File: src/rtl/serial_frame_tx.sv
// serial_frame_tx: serialises an NWORDS x DATA_BITS buffer onto an async serial line.
// Word 0 (most-significant slice) goes first, each word LSB first, with start bit,
// optional parity and 1 or 2 stop bits. No gap between words.
// Ports:
//   CLK    - system clock, rising edge
//   RESET  - asynchronous active-low reset
//   START  - level request; accepted when high in IDLE, dropping it aborts after the current word
//   BUFFER - frame payload, captured on the accept cycle
//   END    - high from frame completion until START is sampled low
//   BUSY   - high while a frame is being shifted out
//   SIGNAL - serial line, idle high
module serial_frame_tx #(
  parameter int unsigned NWORDS    = 5,
  parameter int unsigned DATA_BITS = 8,
  parameter int unsigned DIV       = 868,
  parameter int unsigned PARITY    = 0,
  parameter int unsigned STOP_BITS = 1
) (
  input  logic                          CLK,
  input  logic                          RESET,
  input  logic                          START,
  input  logic [NWORDS*DATA_BITS-1:0]   BUFFER,
  output logic                          END,
  output logic                          BUSY,
  output logic                          SIGNAL
);

  localparam int unsigned BUF_W  = NWORDS * DATA_BITS;
  localparam int unsigned WORD_W = $clog2(NWORDS + 1);
  localparam int unsigned BIT_W  = $clog2(DATA_BITS + 1);
  localparam int unsigned CNT_W  = $clog2(DIV);

  // Elaboration-time rejection of unsupported configurations
  if (DIV < 2 || STOP_BITS < 1 || STOP_BITS > 2 || PARITY > 2 ||
      DATA_BITS < 5 || DATA_BITS > 9 || NWORDS < 1) begin : g_param_check
    $error("serial_frame_tx: illegal parameter combination");
  end

  typedef enum logic [2:0] {
    S_IDLE, S_STARTB, S_DATA, S_PAR, S_STOPB, S_DONE
  } state_t;

  state_t               state_q, state_d;
  logic [CNT_W-1:0]     cnt_q, cnt_d;
  logic [BIT_W-1:0]     bit_q, bit_d;
  logic [WORD_W-1:0]    word_q, word_d;
  logic                 stop_q, stop_d;
  logic [BUF_W-1:0]     shreg_q, shreg_d;
  logic [DATA_BITS-1:0] data_q, data_d;
  logic                 par_q, par_d;
  logic                 abort_q, abort_d;
  logic                 busy_q, busy_d;
  logic                 end_q, end_d;
  logic                 signal_q, signal_d;

  logic                 tick_c;
  logic [DATA_BITS-1:0] load_word_c;

  assign tick_c = (cnt_q == CNT_W'(DIV - 1));
  // Next word comes from BUFFER on accept, otherwise from the captured frame
  assign load_word_c = (state_q == S_IDLE) ? BUFFER[BUF_W-1 -: DATA_BITS]
                                           : shreg_q[BUF_W-1 -: DATA_BITS];

  // State and datapath registers
  always_ff @(posedge CLK or negedge RESET) begin
    if (!RESET) begin
      state_q  <= S_IDLE;
      cnt_q    <= '0;
      bit_q    <= '0;
      word_q   <= '0;
      stop_q   <= 1'b0;
      shreg_q  <= '0;
      data_q   <= '0;
      par_q    <= 1'b0;
      abort_q  <= 1'b0;
      busy_q   <= 1'b0;
      end_q    <= 1'b0;
      signal_q <= 1'b1;
    end else begin
      state_q  <= state_d;
      cnt_q    <= cnt_d;
      bit_q    <= bit_d;
      word_q   <= word_d;
      stop_q   <= stop_d;
      shreg_q  <= shreg_d;
      data_q   <= data_d;
      par_q    <= par_d;
      abort_q  <= abort_d;
      busy_q   <= busy_d;
      end_q    <= end_d;
      signal_q <= signal_d;
    end
  end

  // Next-state and registered-output logic
  always_comb begin
    state_d  = state_q;
    cnt_d    = cnt_q;
    bit_d    = bit_q;
    word_d   = word_q;
    stop_d   = stop_q;
    shreg_d  = shreg_q;
    data_d   = data_q;
    par_d    = par_q;
    abort_d  = abort_q;
    busy_d   = busy_q;
    end_d    = end_q;
    signal_d = signal_q;

    case (state_q)
      S_IDLE: begin
        signal_d = 1'b1;
        if (START) begin
          shreg_d  = BUFFER << DATA_BITS;
          data_d   = load_word_c;
          par_d    = ^load_word_c;
          word_d   = '0;
          bit_d    = '0;
          stop_d   = 1'b0;
          cnt_d    = '0;
          abort_d  = 1'b0;
          busy_d   = 1'b1;
          signal_d = 1'b0;
          state_d  = S_STARTB;
        end
      end

      S_DONE: begin
        if (!START) begin
          end_d   = 1'b0;
          state_d = S_IDLE;
        end
      end

      default: begin
        // A START drop anywhere in the frame is remembered until the word ends
        if (!START) abort_d = 1'b1;
        cnt_d = cnt_q + CNT_W'(1);
        if (tick_c) begin
          cnt_d = '0;
          case (state_q)
            S_STARTB: begin
              bit_d    = '0;
              signal_d = data_q[0];
              state_d  = S_DATA;
            end
            S_DATA: begin
              if (bit_q == BIT_W'(DATA_BITS - 1)) begin
                if (PARITY != 0) begin
                  signal_d = par_q ^ (PARITY == 2);
                  state_d  = S_PAR;
                end else begin
                  stop_d   = 1'b0;
                  signal_d = 1'b1;
                  state_d  = S_STOPB;
                end
              end else begin
                bit_d    = bit_q + BIT_W'(1);
                data_d   = data_q >> 1;
                signal_d = data_q[1];
              end
            end
            S_PAR: begin
              stop_d   = 1'b0;
              signal_d = 1'b1;
              state_d  = S_STOPB;
            end
            S_STOPB: begin
              if (STOP_BITS == 2 && stop_q == 1'b0) begin
                stop_d = 1'b1;
              end else begin
                word_d = word_q + WORD_W'(1);
                if (abort_q || !START) begin
                  busy_d   = 1'b0;
                  signal_d = 1'b1;
                  state_d  = S_IDLE;
                end else if (word_q == WORD_W'(NWORDS - 1)) begin
                  busy_d   = 1'b0;
                  end_d    = 1'b1;
                  signal_d = 1'b1;
                  state_d  = S_DONE;
                end else begin
                  data_d   = load_word_c;
                  par_d    = ^load_word_c;
                  shreg_d  = shreg_q << DATA_BITS;
                  bit_d    = '0;
                  signal_d = 1'b0;
                  state_d  = S_STARTB;
                end
              end
            end
            default: state_d = S_IDLE;
          endcase
        end
      end
    endcase
  end

  assign END    = end_q;
  assign BUSY   = busy_q;
  assign SIGNAL = signal_q;

endmodule

File: config.mk
export PLATFORM = sky130hd
export DESIGN_NAME = serial_frame_tx
export DESIGN_NICKNAME = d
export VERILOG_FILES = /design/src/rtl/serial_frame_tx.sv
export SDC_FILE = /design/constraint.sdc
export NUM_CORES = 1
export LEC_CHECK = 0
export CAP_MARGIN = 10
export CORE_MARGIN = 3
export CORE_UTILIZATION = 40
export CTS_CLUSTER_DIAMETER = 60
export DETAILED_ROUTE_END_ITERATION = 12
export GPL_TIMING_DRIVEN = 0
export HOLD_SLACK_MARGIN = 0.05
export MAX_ROUTING_LAYER = met4
export SYNTH_ARGS = -nofsm -noshare
export SYNTH_HDL_FRONTEND = slang
export SYNTH_SLANG_ARGS = --single-unit
File: constraint.sdc
create_clock -name CLK -period 2.8 [get_ports CLK]
set_input_delay 0.56 -clock CLK [delete_from_list [all_inputs] [get_ports CLK]]
set_output_delay 0.56 -clock CLK [all_outputs]
set_load 0.02 [all_outputs]
Word-level counts from Yosys, hierarchy flattened
Index checks and enable logic that the tools add are counted.
{ "totals": {"reg_bits": 72, "inputBits": 43, "output_inout_bits": 3, "word_cells": 114} }
{ "classes": {"add_sub_neg": 3, "eq_ne": 18, "n_mux": 58, "bitwise_logic": 2, "reduce_logical": 23} }
{ "ops": {"columns": ["cell", "n"], "rows": [
  ["$mux 40", 5],
  ["$pmux 40 s2", 1],
  ["$mux 8", 6],
  ["$pmux 8 s2", 2],
  ["$mux 3", 9],
  ["$mux 10", 2],
  ["$mux 4", 5],
  ["$pmux 10 s2", 1],
  ["$mux 1", 17],
  ["$reduce_and 7->1", 2],
  ["$pmux 3 s2", 2],
  ["$pmux 3 s4", 1],
  ["$pmux 4 s3", 1],
  ["$reduce_and 6->1", 2],
  ["$add 10x1->10 const B", 1],
  ["$eq 10x10->1 const B", 1],
  ["$reduce_bool 2->1", 5],
  ["$eq 3x3->1 const B", 3],
  ["$ne 3x3->1 const B", 3],
  ["$reduce_bool 3->1", 3],
  ["$ne 2x2->1 const B", 4],
  ["$pmux 1 s2", 4],
  ["$pmux 4 s2", 1],
  ["$reduce_and 4->1", 2],
  ["17 further kinds", 21]
]} }

Longest topological paths before layout
Gate-level depths: netlist (run 1).
{ "logic_depth": {"depth_word": 7, "depth_mapped": 8, "ltp_nobuf": 7} }

Worst setup path after synthesis (run 1)
Ideal clock, no wire load.
{ "synth_path": {"path_kind": "input -> register", "start": "input port START", "end": "register data_q[0]", "setup_ns": 0.125, "t_arrival_ns": 2.052, "t_required_ns": 2.675, "setup_slack_ns": 0.623, "stages": 6, "path_buffers": 1, "cell_sequence": "buf_2 or3_1 a21oi_1 nor2_4 o211ai_2 mux2_2"} }
{ "synth_via": {"elab_chain_len": 4, "word_cells_on_any_way": 5, "cone_classes": "2 x eq/ne; 3 x reduce/logical"} }
{ "synth_rtl": {"columns": ["item", "line_no", "text"], "rows": [
  ["start: declaration", "21", "input logic START,"],
  ["$logic_not 1->1", "173", "if (abort_q || !START) begin"],
  ["$logic_or 1x1->1", "173", null],
  ["$ne 3x3->1 (no source line)", null, null],
  ["$reduce_and 7->1 (no source line) (*)", null, null],
  ["end signal: assignment", "86", "data_q <= data_d;"],
  ["end: declaration", "49", "logic [DATA_BITS-1:0] data_q, data_d;"]
]} }
Every way passes the cells marked *; elsewhere a longest branch is shown, timed or not.
A chain may end at the register's enable or synchronous reset.

Final worst setup path (run 1)
{ "layout_path": {"start": "register state_q[0]", "end": "register shreg_q[22]"} }
{ "layout_via": {"elab_chain_len": 3, "word_cells_on_any_way": 11, "cone_classes": "5 x eq/ne; 1 x mux; 1 x bitwise; 4 x reduce/logical"} }
{ "layout_rtl": {"columns": ["item", "line_no", "text"], "rows": [
  ["start: declaration", "43", "state_t state_q, state_d;"],
  ["start signal: assignment", "80", "state_q <= state_d;"],
  ["$logic_not 3->1, or another cell as far along", "110", "case (state_q)"],
  ["$ne 2x2->1 (no source line), or another cell as far along", null, null],
  ["$reduce_and 6->1 (no source line)", null, null],
  ["end signal: assignment", "85", "shreg_q <= shreg_d;"],
  ["end: declaration", "48", "logic [BUF_W-1:0] shreg_q, shreg_d;"]
]} }
Several ways; a longest one is shown, not always the timed one.

==> qor.yml, run 1 <==
cpPeakStageDelay_ps: 490
setup_tns_ps: 0
crit_buf_inv: 4
gr-total-overflow: 0
die_x_um: 98.6
cts_max_level: 3
crit_type: "reg -> reg"
routed_wl_mm: 8.17
gp_congestion: 0.848
grt_pass1_wl_mm: 13.8
cts_buffer_depth: 2
antenna_found_initial: 0
cpMostUsedCell: "clkbuf_1"
skew_ps: 9.58
clk_latency_ps: 340
holdWs_ps: 299
maxCapViolCount: 0
grt_usage_pct: 18.2
total_leakage_power_uw: 0.00175
yosys.cell_types.count: 46
multiInputGateArea_um2: 1670
grt_max_degree: 65
synth-edff-count: 0
ios: 46
vias: 2863
final_layout_size_suffix_gt1_share_pct: 11.4
dpl-instance-area_um2: 4000
synth.area.top_cells: "dfrtp_1 (46%), mux2i_1 (9.9%), a21oi_1 (6.1%)"
io_buffers: 44
cts_tree: "built"
final_area_um2: 4230
fin_cells: 507
drcViolationCount: 0
path_clk_slew_ps: 70
yosysSeqAreaShare_pct: 46.8
cp.required_ps: 3000
syn_area_um2: 3430
synth_common_cells: "dfrtp_1 (63), a21oi_1 (42), mux2i_1 (34)"
hold_violations: 0
cts-root-buf: "clkbuf_8"
ir_worst_vdd_mv: 0.391
seqCellArea_um2: 1600
die_h_um: 98.6
fp.coreArea_um2: 8260
rsz0062_at_grt: "no"
synth-seq-cells: 64
slew_headroom_pct: 45.9
critPathMaxFanout: 10
syn_inst: 343
grt_pass1_vias: 2813
postCtsHoldBufs: 0
n_antenna_cell: 0
initial_core_util_pct: 41.5
nFillCells: 776
area_delta_synth_final_pct: 23.4
critPathLaunchType: "register"
yosys_warnings: 0
dr.pass1.iters: 7
num_rows: 33
post-route-period-util_pct: 86.9
status: "complete, no violations"
finalSetupViolCount: 0
slew_violations: 0
synthesis.nets: 390
cp-end-kind: "register"
dp_cells: 492
cts_resized: 0
cts_buffers: 9
hp-class: "in -> async"
wl_per_cell_um: 16.1
nNetsFinal: 445
viasPerCell: 5.65
critPathTopFamily: "buffers and inverters"
arrival_ps: 2630
tightestPinTransition_ps: 812
die_area_um2: 9710
clock_sinks: 64
initialDrtViolationCount: 145
synth_area_leader_cell: "dfrtp_1"
slowest_stage: "clkbuf_1"
utilization_pct: 51.2
cp_cell_sequence: "clkbuf_1 -> nor2_1 -> clkbuf_1 -> buf_2 -> clkbuf_1 -> a31oi_1"
postRouteAntennaNets: 0
dp_hpwl_mm: 5.89
ys_async_sr_fraction_pct: 100
fmax_mhz: 411
period_minus_slack_ps: 2430
synth_flop_cell: "dfrtp_1"
postCtsSetupRepairBufs: 0
synth_most_common_cell: "dfrtp_1"
yosys.area.top_type_share_pct: 46.0
avgSynthCellArea_um2: 9.99
power.density_nw_per_um2: 1080
==> path summary, 6_finish.rpt <==
| check | startpoint | to | slack [ps] | depth (start not counted) |
|---|---|---|---|---|
| worst max-delay path | state_q[0] | shreg_q[22] | 370 | 6 |
| worst min-delay path | RESET | bit_q[2] | 300 | 1 |
| worst max register to register | state_q[0] | shreg_q[22] | 370 | 6 |
| worst min register to register | shreg_q[11] | shreg_q[11] | 500 | 1 |
| max in group asynchronous | RESET | shreg_q[25] | 1960 | 1 |
| min in group CLK | shreg_q[11] | shreg_q[11] | 500 | 1 |
==> where the power goes <==
part           switching, µW  internal [µW]
Clock                    359            585
Combinational           1190            864
Sequential               242           1310
Total                   1790           2760
==> registers in the layout (all words and copies together) (netlist names) <==
register	count
SIGNAL	1
bit_q	4
word_q	3
data_q	8
shreg_q	32
BUSY	1
END	1
state_q	3
cnt_q	10
abort_q	1
==> cell type report <==
| class | count | share of cell area, % |
|---|---|---|
| Inverter | 10 | 0.888 |
| Clock buffer | 9 | 2.93 |
| Sequential cell | 64 | 37.9 |
| Buffer | 23 | 2.66 |
| Timing Repair Buffer | 44 | 10.4 |
| Clock inverter | 6 | 2.57 |
| Multi-Input combinational cell | 246 | 39.6 |
| Tap cell | 105 | 3.11 |
==> worst register-to-register path, cell delays in order, from the launching register on <==
cell	delay, ps
dfrtp_1	380
clkbuf_1	210
nor2_1	340
clkbuf_1	490
buf_2	340
clkbuf_1	390
a31oi_1	140
==> cell families (layout without fill, tap and decap cells) <==
kind of cell / after synthesis / count (layout) / synth area share (%)
xor+xnor: 5 / 5 / 1.28
flops: 64 / 64 / 46.8
fa+ha+maj: 4 / 4 / 1.46
buf+inv: 33 / 92 / 4.38
mux: 42 / 42 / 12.6
simple gates: 83 / 83 / 13.1
compound gates: 112 / 112 / 20.5
==> per-layer routing <==
layer / GRT usage (%) / vias up / wire length, µm
li1: - / 1378 / -
met4: 5.36 / 0 / 105
met5: - / - / 0
met1: 23.8 / 1375 / 3790
met3: 4.67 / 9 / 522
met2: 27.9 / 101 / 3760
==> placed cells by master, fill, tap and decap left out, drive strengths merged, types with 5 or more instances in the layout <==
cell type / n
dfrtp: 63
clkdlybuf4s50: 43
a21oi: 42
mux2i: 34
a31oi: 25
clkbuf: 21
o21ai: 20
nor2: 20
nand2: 17
nand3: 14
buf: 12
a22o: 11
inv: 9
mux2: 8
nor3: 7
or3: 6
nor2b: 5
==> through the flow <==
stage                     setup slack [ps]  total power [µW]
final                                  366              4550
after global routing                   258              4890
after CTS                              412              4580
after detailed placement               339              3620
after global placement               -1040              3570
after floorplan                        623              3050
(Power assumes the default switching activity.)
==> run 2: changes to the inputs <==
clock period = 1.95 ns   (was 2.8 ns; I/O delays follow)
==> run 2 against run 1 <==
Against the previous run: first-iteration DRC count is 26% higher; critical path type unchanged; wire length up 11%; design area rose by 4.8%; combinational power is 69% higher; count of clock-buffer cells in the layout is the same; sequential power grew 44%; non-clock buffer count is 13 higher; largest power group unchanged; the flow now finishes with violations (setup timing).
==> qor.yml, run 2 (same netlist as run 1, synthesis figures left out) <==
status: "finished with violations"
violations: "setup timing"
cts_max_level: 3  # unchanged
ir_worst_vdd_mv: 0.581  # +49%
gr-total-overflow: 0  # unchanged
period_minus_slack_ps: 2070  # -363 ps
maxCapViolCount: 0  # unchanged
slew_headroom_pct: 43.8  # -2.1 points
dr.pass1.iters: 4  # -3
top_regs: "shreg_q x32, cnt_q x10, data_q x8"
layout_common_cells: "dfrtp_1 (63), clkdlybuf4s50_1 (43), a21oi_1 (40)"
area_delta_synth_final_pct: 29.4
cp.required_ps: 2160  # -840 ps
crit_type: "reg -> reg"
clk_latency_ps: 340  # about the same
critPathTopFamily: "simple AND/OR/NAND/NOR gates"
cp_cell_sequence: "or3_4 -> or4_4 -> o2bb2ai_4 -> buf_6 -> clkbuf_16 -> a31oi_1"
crit_buf_inv: 2  # -2
arrival_ps: 2280  # -350 ps
cts-root-buf: "clkbuf_8"
final_common_cell: "dfrtp_1"
nNetsFinal: 458  # +2.9%
skew_ps: 5.26  # -4.33 ps
die_h_um: 98.6  # unchanged
nFillCells: 761  # -1.9%
vias: 2932  # +2.4%
dp_hpwl_mm: 6.12  # +3.8%
cp-end-kind: "register"
cts_buffer_depth: 2  # unchanged
holdWs_ps: 131  # -168 ps
grt_usage_pct: 19.5  # +1.4 points
hold_violations: 0  # unchanged
total_leakage_power_uw: 0.00183  # +4.9%
slew_violations: 0  # unchanged
post-route-period-util_pct: 106  # +19 points
die_x_um: 98.6  # unchanged
top_register: "shreg_q"
finalSetupViolCount: 33  # +33
gp_congestion: 0.823  # -2.9%
postCtsHoldBufs: 0  # unchanged
n_antenna_cell: 0  # unchanged
postRouteAntennaNets: 0  # unchanged
hp-class: "in -> async"
wl_per_cell_um: 17.3  # +7.6%
seqCellArea_um2: 1600  # unchanged
initial_core_util_pct: 41.5  # unchanged
ios: 46  # unchanged
final_area_um2: 4430  # +4.8%
critPathMaxFanout: 6  # -4
grt_pass1_vias: 3041  # +8.1%
clock_sinks: 64  # unchanged
cts_tree: "built"
initialDrtViolationCount: 183  # +26%
drcViolationCount: 0  # unchanged
setup_ws_ps: -121  # -487 ps
fmax_mhz: 483  # +18%
tightestPinTransition_ps: 842  # +30.8 ps
largest_reg_flops: 32  # unchanged
slowest_stage: "or4_4"
cpPeakStageDelay_ps: 460  # -30 ps
path_clk_slew_ps: 80  # about the same
critPathLaunchType: "register"
fp.coreArea_um2: 8260  # unchanged
dpl-instance-area_um2: 4010  # +0.41%
final_layout_size_suffix_gt1_share_pct: 19.7  # +8.3 points
grt_max_degree: 65  # unchanged
io_buffers: 44  # unchanged
die_area_um2: 9710  # unchanged
cts_buffers: 9  # unchanged
rsz0062_at_grt: "yes"
num_rows: 33  # unchanged
antenna_found_initial: 0  # unchanged
multiInputGateArea_um2: 1780  # +6.4%
routed_wl_mm: 9.03  # +11%
grt_pass1_wl_mm: 14.9  # +7.4%
power.density_nw_per_um2: 1520  # +41%
viasPerCell: 5.63  # -0.34%
setup_tns_ps: -2890  # -2890 ps
-- run 2: cell types whose count changed in the layout (fill, tap and decap cells not counted), sizes merged --
cell	before	now
bufinv	3	0
clkinvlp	0	4
buf	12	24
clkbuf	21	22
-- run 2: final timing paths --
check / startpoint / slack [ps] / to / cells after the start
max: cnt_q[3] / -120 / shreg_q[21] / 6
min: RESET / 130 / bit_q[1] / 1
min reg2reg: data_q[2] / 510 / data_q[2] / 1
max reg2reg: cnt_q[3] / -120 / shreg_q[21] / 6
max in group asynchronous: RESET / 1250 / shreg_q[29] / 1
min in group CLK: START / 460 / BUSY / 3
-- run 2: layout make-up --
| type | count | area share [%] |
|---|---|---|
| multi-input combinational | 246 | 40.2 |
| sequential | 64 | 36.2 |
| timing repair buffer | 57 | 12.5 |
| buffer | 23 | 3.50 |
| tap | 105 | 2.96 |
| clock buffer | 9 | 2.79 |
| clock inverter | 7 | 1.10 |
| inverter | 10 | 0.847 |
-- run 2: metrics by stage --
| step | total power, µW | worst slack [ps] | cells | utilization, % |
|---|---|---|---|---|
| 6_report | 6730 | -121 | 521 | 53.7 |
| 5_1_grt | 7240 | -189 | 521 | 53.7 |
| 3_5_place_dp | 5290 | -566 | 492 | 48.6 |
| 3_3_place_gp | 5220 | -1760 | 492 | 48.6 |
| 4_1_cts | 6550 | -107 | 518 | 52.4 |
| 2_1_floorplan | 4420 | 13.7 | 343 | - |
-- run 2: timing repair --
action,CTS,global route
endpoints found under the setup margin,54,55
cloned,1,1
resized for setup,21,26
buffers inserted,9,2
pin swaps,15,9
-- run 2: power by group --
| group | internal, µW | switching (µW) | leakage (µW) |
|---|---|---|---|
| combinational | 1530 | 1940 | 0.000981 |
| sequential | 1890 | 363 | 0.000775 |
| clock | 457 | 559 | 0.0000772 |
-- run 2: layer usage --
metal | track usage, % | up-vias | routed length [µm]
met5 | - | - | 0
met4 | 7.98 | 0 | 128
met3 | 2.83 | 14 | 312
met2 | 31.1 | 81 | 4420
met1 | 25.1 | 1433 | 4170
li1 | - | 1404 | -
==> edit: new RTL, settings of run 1 <==
`DIV`: 868 -> 1736.
--- a/src/rtl/serial_frame_tx.sv
+++ b/src/rtl/serial_frame_tx.sv
@@ -12,7 +12,7 @@
 module serial_frame_tx #(
   parameter int unsigned NWORDS    = 5,
   parameter int unsigned DATA_BITS = 8,
-  parameter int unsigned DIV       = 868,
+  parameter int unsigned DIV       = 1736,
   parameter int unsigned PARITY    = 0,
   parameter int unsigned STOP_BITS = 1
 ) (
Check against the original RTL: no difference found for any inputs over 10 cycles, from zero or initial values and one cycle with RESET low; that may be too few to reach the edited logic, so the function may still have changed.
==> edit against run 1 <==
  * Total power down 23%
  * Sequential cell count rose by 1
  * Cell area decreased by 1.4%
  * Sequential share of layout area grew 1.1 points
  * Utilization is 1.1 points higher
  * Routed wire length decreased by 2.8%
  * Critical path depth unchanged
  * Area after synthesis down 1.5%
  * Via count is 3.7% lower
  * Worst setup slack improved by 13 ps
  * Critical path type is now in2reg
  * Critical endpoint is now data_q[2]$_DFFE_PN0P_
==> edit: results (changes against run 1) <==
Buf+Inv Stages, Crit Path - 1 (was 4)
Final Skew - 11.5 ps (was 9.58 ps)
vias per cell - 5.48 (was 5.65)
drt total wl - 7950 um (was 8170 um)
Hold Worst Slack - 299 ps (about the same)
worst reg-to-reg path cell count - 8 (was 6)
first-pass GRT wire length - 13,700 um (was 13,800 um)
Area contributors post-synth - dfrtp_1 47%, mux2i_1 9.8%, o21ai_0 8.2%, nand2_1 5.0%, mux2_2 3.7% (was dfrtp_1 46%, mux2i_1 9.9%, a21oi_1 6.1%, a31oi_1 4.6%, o21ai_0 2.9%)
Clock-cell share - 5.22% (was 5.50%)
vias in the first global route - 2,770 (was 2,813)
Placer Congestion - 0.875 (was 0.848)
DR pass1 iterations - 4 (was 7)
sequential share of the synthesized area - 48.2% (was 46.8%)
crit path from - START (was state_q[0]$_DFFE_PN0P_)
HPWL after detailed placement - 5760 um (was 5890 um)
Syn Nets - 387 (was 390)
CP max FO - 8 (was 10)
measured slew at the worst slew-check pin - 834 ps (was 812 ps)
post-synthesis xor/xnor area fraction - 0.778% (was 1.28%)
CP arrival - 2650 ps (was 2630 ps)
R2R setup slack - 430 ps (was 370 ps)
FILL cells - 714 (was 776)
internal power - 2.31 mW (was 2.76 mW)
largest net degree at the start of global routing - 66 (was 65)
run status - finished, final reports clean (unchanged)
Leak Pwr - 1.79 nW (was 1.75 nW)
buffer share of cell area - 13.3% (was 13.0%)
number of DRC markers in iteration 0 - 256 (was 145)
Non-clk invs - 6 (was 10)
Clock Sinks - 65 (was 64)
Synth Area in Compound Gates - 18.2% (was 20.5%)
CP endpoint - data_q[2]$_DFFE_PN0P_ (was shreg_q[22]$_DFFE_PN0P_)
VDD IR-drop max - 0.000400 V (was 0.000391 V)
count of multi-input gates - 247 (was 246)
biggest registers after layout - shreg_q (32), cnt_q (11), data_q (8) (was shreg_q (32), cnt_q (10), data_q (8))
nets - 443 (was 445)
All-Layer GR Usage - 18.1% (was 18.2%)
-- edit: power groups by stage --
stage / registers, mW / clock network [mW] / logic [mW]
2_1_floorplan: 1.40 / 0 / 0.891
3_3_place_gp: 1.43 / 0 / 1.19
3_5_place_dp: 1.44 / 0 / 1.22
4_1_cts: 1.43 / 0.912 / 1.22
5_1_grt: 1.47 / 0.952 / 1.36
6_report: 1.42 / 0.894 / 1.21
-- edit: routing by layer --
| layer | track usage, % | up-vias | part of all wire (%) | wire length (um) |
|---|---|---|---|---|
| met4 | 4.15 | 0 | 1.2 | 95 |
| met5 | - | - | 0 | 0 |
| met1 | 25.1 | 1327 | 49 | 3860 |
| met2 | 26.4 | 73 | 45 | 3580 |
| met3 | 4.93 | 12 | 5.2 | 411 |
| li1 | - | 1346 | - | - |
-- edit: metrics by stage --
stage	TNS, ps	setup WS [ps]	instances
after detailed placement	0	17.4	487
after global placement	-71450	-1120	487
after global routing	0	148	503
after floorplan	0	810	340
final	0	378	503
after CTS	0	343	503
